$ cat config.mk
export PLATFORM = sky130hd
export DESIGN_NAME = utf8_encoder
export DESIGN_NICKNAME = d
export VERILOG_FILES = /design/src/rtl/utf8_pkg.sv /design/src/rtl/utf8_encode_packer.sv /design/src/rtl/utf8_encoder.sv
export SDC_FILE = /design/constraint.sdc
export NUM_CORES = 1
export LEC_CHECK = 0
export CORE_UTILIZATION = 50
export CTS_BUF_LIST = sky130_fd_sc_hd__clkbuf_4 sky130_fd_sc_hd__clkbuf_8
export CTS_CLUSTER_DIAMETER = 80
export DETAILED_ROUTE_END_ITERATION = 16
export HOLD_SLACK_MARGIN = 0.05
export MAX_ROUTING_LAYER = met4
export PLACE_DENSITY = 0.89
export SYNTH_ARGS = -nofsm -noshare
export SYNTH_HDL_FRONTEND = slang
export SYNTH_SLANG_ARGS = --single-unit
$ cat constraint.sdc
create_clock -name clock -period 2.6 [get_ports clock]
set_input_delay 0.26 -clock clock [delete_from_list [all_inputs] [get_ports clock]]
set_output_delay 0.26 -clock clock [all_outputs]
set_load 0.1 [all_outputs]
$ cat src/rtl/utf8_pkg.sv
// Shared UTF-8 definitions: status encoding common to encoder and decoder,
// code-point limits, byte prefixes and the encoder's packed sequence type.
package utf8_pkg;

  typedef enum logic [1:0] {
    STATUS_INITIAL   = 2'd0,
    STATUS_INPROCESS = 2'd1,
    STATUS_READY     = 2'd2,
    STATUS_ERROR     = 2'd3
  } status_e;

  localparam logic [20:0] MAX_CODE_POINT = 21'h10FFFF;
  localparam logic [20:0] SURROGATE_LO   = 21'h00D800;
  localparam logic [20:0] SURROGATE_HI   = 21'h00DFFF;
  localparam logic [20:0] REPLACEMENT    = 21'h00FFFD;

  localparam logic [20:0] MAX_1BYTE = 21'h00007F;
  localparam logic [20:0] MAX_2BYTE = 21'h0007FF;
  localparam logic [20:0] MAX_3BYTE = 21'h00FFFF;

  localparam logic       LEAD1_PREFIX = 1'b0;
  localparam logic [2:0] LEAD2_PREFIX = 3'b110;
  localparam logic [3:0] LEAD3_PREFIX = 4'b1110;
  localparam logic [4:0] LEAD4_PREFIX = 5'b11110;
  localparam logic [1:0] CONT_PREFIX  = 2'b10;

  // First byte to transmit sits in bytes[31:24]; last_idx is length-1.
  typedef struct packed {
    logic        valid;
    logic [1:0]  last_idx;
    logic [31:0] bytes;
  } packed_seq_t;

  function automatic logic is_scalar_value(input logic [20:0] cp);
    return (cp <= MAX_CODE_POINT) && !((cp >= SURROGATE_LO) && (cp <= SURROGATE_HI));
  endfunction

  function automatic logic [7:0] cont_byte(input logic [5:0] bits);
    return {CONT_PREFIX, bits};
  endfunction

endpackage

$ cat src/rtl/utf8_encode_packer.sv
// Combinational code point -> UTF-8 byte vector, length and validity.
module utf8_encode_packer
  import utf8_pkg::*;
(
  input  logic [20:0]  i_code_point,
  output packed_seq_t  o_seq
);

  always_comb begin
    // NOTE: every output gets a default first so no path can infer a latch.
    o_seq = '0;
    if (is_scalar_value(i_code_point)) begin
      o_seq.valid = 1'b1;
      if (i_code_point <= MAX_1BYTE) begin
        o_seq.last_idx = 2'd0;
        o_seq.bytes    = {LEAD1_PREFIX, i_code_point[6:0], 24'h000000};
      end else if (i_code_point <= MAX_2BYTE) begin
        o_seq.last_idx = 2'd1;
        o_seq.bytes    = {LEAD2_PREFIX, i_code_point[10:6],
                          cont_byte(i_code_point[5:0]), 16'h0000};
      end else if (i_code_point <= MAX_3BYTE) begin
        o_seq.last_idx = 2'd2;
        o_seq.bytes    = {LEAD3_PREFIX, i_code_point[15:12],
                          cont_byte(i_code_point[11:6]),
                          cont_byte(i_code_point[5:0]), 8'h00};
      end else begin
        o_seq.last_idx = 2'd3;
        o_seq.bytes    = {LEAD4_PREFIX, i_code_point[20:18],
                          cont_byte(i_code_point[17:12]),
                          cont_byte(i_code_point[11:6]),
                          cont_byte(i_code_point[5:0])};
      end
    end
  end

endmodule

$ cat src/rtl/utf8_encoder.sv
// Streaming UTF-8 encoder: one code point in, 1-4 bytes out via valid/ready.
// Optional UTF8_ENCODER_REPLACE_EN: invalid code points emit U+FFFD instead of being dropped.
module utf8_encoder
  import utf8_pkg::*;
(
  input  logic        clock,
  input  logic        reset,
  input  logic        in_valid,
  output logic        in_ready,
  input  logic [20:0] in_code_point,
  output logic        out_valid,
  input  logic        out_ready,
  output logic [7:0]  out_byte,
  output logic        out_last,
  output logic        error,
  output logic [1:0]  status
);

  typedef enum logic {ST_IDLE, ST_EMIT} state_e;

  state_e      r_state;
  state_e      w_state_next;
  logic [31:0] r_shift;
  logic [1:0]  r_count;
  status_e     r_status;
  logic        r_error;

  logic        w_cp_ok;
  logic [20:0] w_pack_cp;
  packed_seq_t w_seq;
  logic        w_accept;
  logic        w_load;
  logic        w_out_fire;
  logic        w_last_fire;

  assign w_cp_ok = is_scalar_value(in_code_point);

`ifdef UTF8_ENCODER_REPLACE_EN
  assign w_pack_cp = w_cp_ok ? in_code_point : REPLACEMENT;
`else
  assign w_pack_cp = in_code_point;
`endif

  utf8_encode_packer u_packer (
    .i_code_point (w_pack_cp),
    .o_seq        (w_seq)
  );

  assign w_accept    = in_valid && in_ready;
  assign w_load      = w_accept && w_seq.valid;
  assign w_out_fire  = out_valid && out_ready;
  assign w_last_fire = w_out_fire && out_last;

  // State register.
  always_ff @(posedge clock or posedge reset) begin
    // NOTE: sequential state uses non-blocking assignments only.
    if (reset) r_state <= ST_IDLE;
    else       r_state <= w_state_next;
  end

  // Next-state logic: a load wins over the final handshake so back-to-back
  // code points stream without a bubble.
  always_comb begin
    w_state_next = r_state;
    if (w_load)           w_state_next = ST_EMIT;
    else if (w_last_fire) w_state_next = ST_IDLE;
  end

  // Output logic; in_ready deliberately depends combinationally on out_ready.
  always_comb begin
    out_valid = (r_state == ST_EMIT);
    out_last  = out_valid && (r_count == 2'd0);
    in_ready  = (r_state == ST_IDLE) || (out_valid && out_last && out_ready);
  end

  // Byte shift register and remaining-byte count.
  always_ff @(posedge clock or posedge reset) begin
    // NOTE: the shift register is reset because out_byte must read 0x00 in reset.
    if (reset) begin
      r_shift <= '0;
      r_count <= 2'd0;
    end else if (w_load) begin
      r_shift <= w_seq.bytes;
      r_count <= w_seq.last_idx;
    end else if (w_out_fire) begin
      r_shift <= {r_shift[23:0], 8'h00};
      if (r_count != 2'd0) r_count <= r_count - 2'd1;
    end
  end

  always_ff @(posedge clock or posedge reset) begin
    if (reset) begin
      r_status <= STATUS_INITIAL;
      r_error  <= 1'b0;
    end else begin
      r_error <= w_accept && !w_cp_ok;
      if (w_accept)         r_status <= w_seq.valid ? STATUS_INPROCESS : STATUS_ERROR;
      else if (w_last_fire) r_status <= STATUS_READY;
    end
  end

  assign out_byte = r_shift[31:24];
  assign error    = r_error;
  assign status   = r_status;

endmodule

# Word-level counts from Yosys, hierarchy flattened
# Index checks and enable logic that the tools add are counted.
[word_totals] regBits=38 inputBits=25 out_inout_bits=14 wordCells=47
[op_classes] add_sub_neg=1 n_lt_le_gt_ge=6 muxes=14 bitwise_logic=1 reduce_logical=20
[op_table] cell="$mux W34" count=2
[op_table] cell="$mux W32" count=2
[op_table] cell="$le A21 B16 Y1 const B" count=2
[op_table] cell="$mux W35" count=1
[op_table] cell="$mux W33" count=1
[op_table] cell="$ge A21 B16 Y1 const B" count=1
[op_table] cell="$le A21 B11 Y1 const B" count=1
[op_table] cell="$le A21 B21 Y1 const B" count=1
[op_table] cell="$le A21 B7 Y1 const B" count=1
[op_table] cell="$mux W2" count=6
[op_table] cell="$logic_and A1 B1 Y1" count=10
[op_table] cell="$reduce_bool A2 Y1" count=5
[op_table] cell="$logic_not A1 Y1" count=2
[op_table] cell="$logic_not A2 Y1" count=1
[op_table] cell="$mux W1" count=2
[op_table] cell="$reduce_and A2 Y1" count=1
[op_table] cell="$sub A2 B1 Y2 const B" count=1
[op_table] cell="$logic_or A1 B1 Y1" count=1
[op_table] cell="$not A1 Y1" count=1

# Longest topological paths before layout
[logic_depth] ltp_word=9 ltp_mapped=7 depth_no_buf=6

# By module
# Synthesis repeated with hierarchy kept, for this count alone.
[hier_totals] cells_unflattened=286 hier_area_um2=2543.7
[by_module_without_submodules] mod="utf8_encoder" n_inst=1 cells_each=185 area_each_um2=1919.3 seq_area_each_um2=950.9
[by_module_without_submodules] mod="utf8_encode_packer" n_inst=1 cells_each=101 area_each_um2=624.3 seq_area_each_um2=0.0

# Worst setup path after synthesis
# Ideal clock, no wire load.
[synth_path] path_kind="register to register" startpoint="register r_state, in the netlist out_valid" endpoint="register r_shift[30]" setup_time_ns=0.148 t_arrival_ns=2.366 required_time_ns=2.452 setup_slack_ns=0.086 stages_incl_launch_ff=5 path_buffers=0 synth_period_minus_slack_ns=2.514 cell_sequence="dfrtp_1 a21bo_2 nand2_1 nor4_1 a22oi_1"
[synth_via] elab_chain_len=7 elab_cells_between_ends=10 classes_between="1 x mux; 1 x bitwise; 8 x reduce/logical"
[synth_rtl] item="start: declaration" line_no="utf8_encoder.sv:21" text="state_e r_state;"
[synth_rtl] item="start signal: assignment" line_no="utf8_encoder.sv:58" text="else r_state <= w_state_next;"
[synth_rtl] item="$logic_and A1 B1 Y1" line_no="utf8_encoder.sv:72" text="out_last = out_valid && (r_count == 2'd0);"
[synth_rtl] item="$logic_and A1 B1 Y1 (2 in a row)" line_no="utf8_encoder.sv:73" text="in_ready = (r_state == ST_IDLE) || (out_valid && out_last && out_ready);"
[synth_rtl] item="$logic_or A1 B1 Y1 (*)" line_no="utf8_encoder.sv:73"
[synth_rtl] item="net in_ready" line_no="utf8_encoder.sv:9" text="output logic in_ready,"
[synth_rtl] item="$logic_and A1 B1 Y1 (*)" line_no="utf8_encoder.sv:49" text="assign w_accept = in_valid && in_ready;"
[synth_rtl] item="$logic_and A1 B1 Y1 (*)" line_no="utf8_encoder.sv:50" text="assign w_load = w_accept && w_seq.valid;"
[synth_rtl] item="$mux W32 or $reduce_bool A2 Y1 (tied branches)"
[synth_rtl] item="end signal: assignment" line_no="utf8_encoder.sv:83" text="r_shift <= w_seq.bytes;"
[synth_rtl] item="end signal: assignment" line_no="utf8_encoder.sv:86" text="r_shift <= {r_shift[23:0], 8'h00};"
[synth_rtl] item="end: declaration" line_no="utf8_encoder.sv:23" text="logic [31:0] r_shift;"
# The timed path passes the listed nets; every way through them passes the cells marked *.
# A chain may end at the register's enable or synchronous reset.

# Worst setup path after layout
[layout_path] startpoint="input port in_code_point[18]" endpoint="register r_shift[9]"
[layout_via] elab_chain_len=7 elab_cells_between_ends=16 classes_between="6 x order compare; 5 x mux; 5 x reduce/logical"
[layout_rtl] item="start: declaration" line_no="utf8_encoder.sv:10" text="input logic [20:0] in_code_point,"
[layout_rtl] item="parallel branches: the longest is 4 deep, another holds $le A21 B16 Y1"
[layout_rtl] item="$mux W35 (*)" line_no="utf8_encode_packer.sv:12" text="if (is_scalar_value(i_code_point)) begin"
[layout_rtl] item="$logic_and A1 B1 Y1" line_no="utf8_encoder.sv:50"
[layout_rtl] item="$mux W32 or $reduce_bool A2 Y1 (tied branches)"
# Every way passes the cells marked *.

==> impl_metrics.csv <==
group,metric,value,unit
run_status,status,"finished clean",
logic_synthesis,synth_seq_area_share,0.410,
detailed_routing,vias_per_cell,6.27,
detailed_routing,wire_per_inst,17.1,um
clock_network,post_cts_buffers,0,
layout,fin_util,0.652,
timing,finalHoldViolCount,0,
die,core_area,4060,sq um
worst_setup_path,reg2reg_slack,0.63,ns
place,placed_cells,304,
worst_setup_path,critPathCaptureType,"flop",
power,total_power,2.83,mW
timing,min_period_over_period,0.901,
clock_network,clkTransAtPathRegs,0.07,ns
logic_synthesis,yosys.area.top_type,"dfrtp_1",
global_route,grt.total_usage,0.262,
clock_network,cts_max_path_buffers,2,
die,die_w,67.4,um
detailed_routing,num_vias,1945,
timing,setup_violations,0,
worst_setup_path,crit_fanout,16,
timing,fmax,427,MHz
die,io_pins,39,
detailed_routing,first_pass_iters,4,
worst_setup_path,critPathKind,"in -> reg",
timing,rsz0062_at_grt,"no",
place,dp_hpwl,3890,um
detailed_routing,drt_iter0_markers,167,
layout,drive_gt1_frac,0.212,
flow_run,max_cap_violations,0,
logic_synthesis,yosysWarnings,0,
power,vdd_drop_max,0.513,mV
die,fp.dieH,67.4,um
worst_setup_path,start_kind,"primary input",
place,post_dp_cell_area,2570,sq um
clock_network,worstSkewPairLatency,0.29,ns
global_route,grt_pass1_vias,1877,
layout,instances_no_fill,310,
logic_synthesis,yosysTopAreaCellShare,0.410,
logic_synthesis,synth.distinct_cells,42,
clock_network,clock-sinks,35,
worst_setup_path,crit_arrival,2.55,ns
logic_synthesis,synth_fp_nets,242,
layout,final_area,2650,sq um
logic_synthesis,synthCells,216,
timing,worstMarginPinSlew,0.701,ns
timing,relSlewSlack,0.521,
worst_setup_path,worstPathRequired,2.81,ns
logic_synthesis,ys.flop_type,"dfrtp_1",
clock_network,postCtsHoldBufs,0,
power,power.density,1070,nW/um^2
worst_setup_path,r2r_start,"r_count[0]",
global_route,antenna_found_initial,0,
worst_setup_path,worst_r2r_path_depth,6,
timing,min_period,2.34,ns
clock_network,clockRootBuffer,"clkbuf_8",
die,start_util,0.526,
timing,clock_skew,0.00394,ns
global_route,grt_start_max_net_pins,36,
detailed_routing,drcViolationCount,0,
die,placementRows,23,
min_path,hold_class,"in -> async",
clock_network,numCtsBuffers,5,
logic_synthesis,async_flop_share,1.00,
layout,antenna_cells,0,
clock_network,cts_tree,"yes",
logic_synthesis,synth_edf_count,0,
place,gp_congestion,0.993,
detailed_routing,ant_nets,0,
layout,area_delta_synth_final,23.8,%
global_route,grt_pass1_wl,8570,um
worst_setup_path,r2r-end,"r_shift[30]",
logic_synthesis,ys_seq_elements,35,
power,p_leak,1.27,nW
logic_synthesis,synthTopCellsByArea,"dfrtp_1 (41%), mux2i_1 (12%), mux2_2 (5.3%)",
die,die_area,4540,sq um
place,numPortBuffers,38,
layout,fin_nets,287,
logic_synthesis,netlist_area,2140,sq um
timing,slew_violations,0,
clock_network,cts_max_level,2,
detailed_routing,routed_wl,5300,um
global_route,grt_overflow,0,
clock_network,cts_resized,0,
logic_synthesis,synth.avg_cell_area,9.89,sq um
==> synth_stat cells, types with 2 or more instances <==
master      n
dfrtp_1    35
mux2i_1    25
nand2_1    21
buf_4      10
mux2_2     10
nor2_1      9
o21ai_0     9
a22oi_1     8
clkbuf_1    8
o31ai_1     8
a21oi_1     7
nor3_1      7
inv_1       6
nor4_1      5
a2111oi_0   4
a21boi_0    4
a21o_1      4
a311oi_1    4
a31oi_1     3
or4_1       3
and2_1      2
buf_6       2
o41ai_1     2
or3_1       2
==> worst max-delay path by stage <==
stage	startpoint	end	slack (ns)	cells past startpoint
CTS	in_code_point[18]	r_shift[10]	0.26	6
detailed placement	in_code_point[18]	r_shift[10]	-0.02	6
floorplan	out_valid	r_shift[30]	0.09	4
finish	in_code_point[18]	r_shift[9]	0.26	6
global route	in_code_point[18]	r_shift[10]	0.17	6
global placement	in_code_point[18]	r_shift[10]	0.04	6
==> power breakdown <==
group	leakage, nW	internal [mW]	switching [mW]	total (mW)
combinational	0.798	0.495	1.07	1.57
sequential	0.433	0.769	0.122	0.891
clock	0.0406	0.189	0.184	0.373
==> cells in the final DEF (no fill, tap or decap), types with 2 or more instances in the layout <==
master           count
o31ai_1              8
a311oi_1             4
a22oi_1              8
dfrtp_1             35
mux2i_1             25
a31oi_1              3
and2_1               2
mux2_2              10
a21oi_1              7
a2111oi_0            4
clkdlybuf4s50_1     24
a21o_1               4
inv_1                6
buf_4               35
nor4_1               5
or4_1                3
nor3_1               7
o41ai_1              2
o21ai_0              9
clkbuf_8             5
nand2_1             21
a21boi_0             4
nor2_1               9
or3_1                2
==> metrics by stage <==
step	setup WS (ns)	hold WS [ns]	TNS (ns)
after floorplan	0.0858	0.394	0
after global placement	0.0435	0.460	0
after detailed placement	-0.0201	0.490	-0.0260
after CTS	0.255	0.398	0
after global routing	0.168	0.454	0
final	0.258	0.382	0
==> state kept, by name, summed over array words and instances, names as in the netlist <==
| signal | count |
|---|---|
| r_count | 2 |
| r_shift | 29 |
| out_valid | 1 |
| status | 2 |
| error | 1 |
==> area by class of cell <==
| cell class | instances | area [sq um] |
|---|---|---|
| inverters | 7 | 26.3 |
| well taps | 50 | 62.6 |
| fillers | 331 | 1410 |
| clock buffers | 6 | 76.3 |
| repair buffers | 59 | 503 |
| flip-flops and latches | 35 | 876 |
| multi-input cells | 153 | 1100 |
==> per-layer routing <==
metal  part of all wire  track usage  routed length (um)  vias to the layer above
met4              0.020       0.0851                 104                        0
met2               0.46        0.405                2460                      109
met1               0.44        0.333                2350                      932
met5                  0            -                   0                        -
li1                   -            -                   -                      890
met3              0.073       0.0676                 389                       14
==> kinds of logic (layout without fill, tap and decap cells) <==
family / after synthesis / in the layout / share of synthesized area
adder cells (fa/ha/maj): 1 / 1 / 0.00586
AND/OR/NAND/NOR: 56 / 56 / 0.128
buffers and inverters: 28 / 72 / 0.0744
AO/OA/AOI/OAI: 59 / 59 / 0.203
XOR/XNOR: 1 / 1 / 0.00410
multiplexers: 36 / 36 / 0.175
flip-flops: 35 / 35 / 0.410
==> critical path, stage by stage <==
cell and delay, ns:
clkdlybuf4s50_1 0.49, or4_1 0.68, o41a_1 0.51, nand2_2 0.14, buf_4 0.26, mux2i_1 0.22
(Power assumes the default switching activity.)
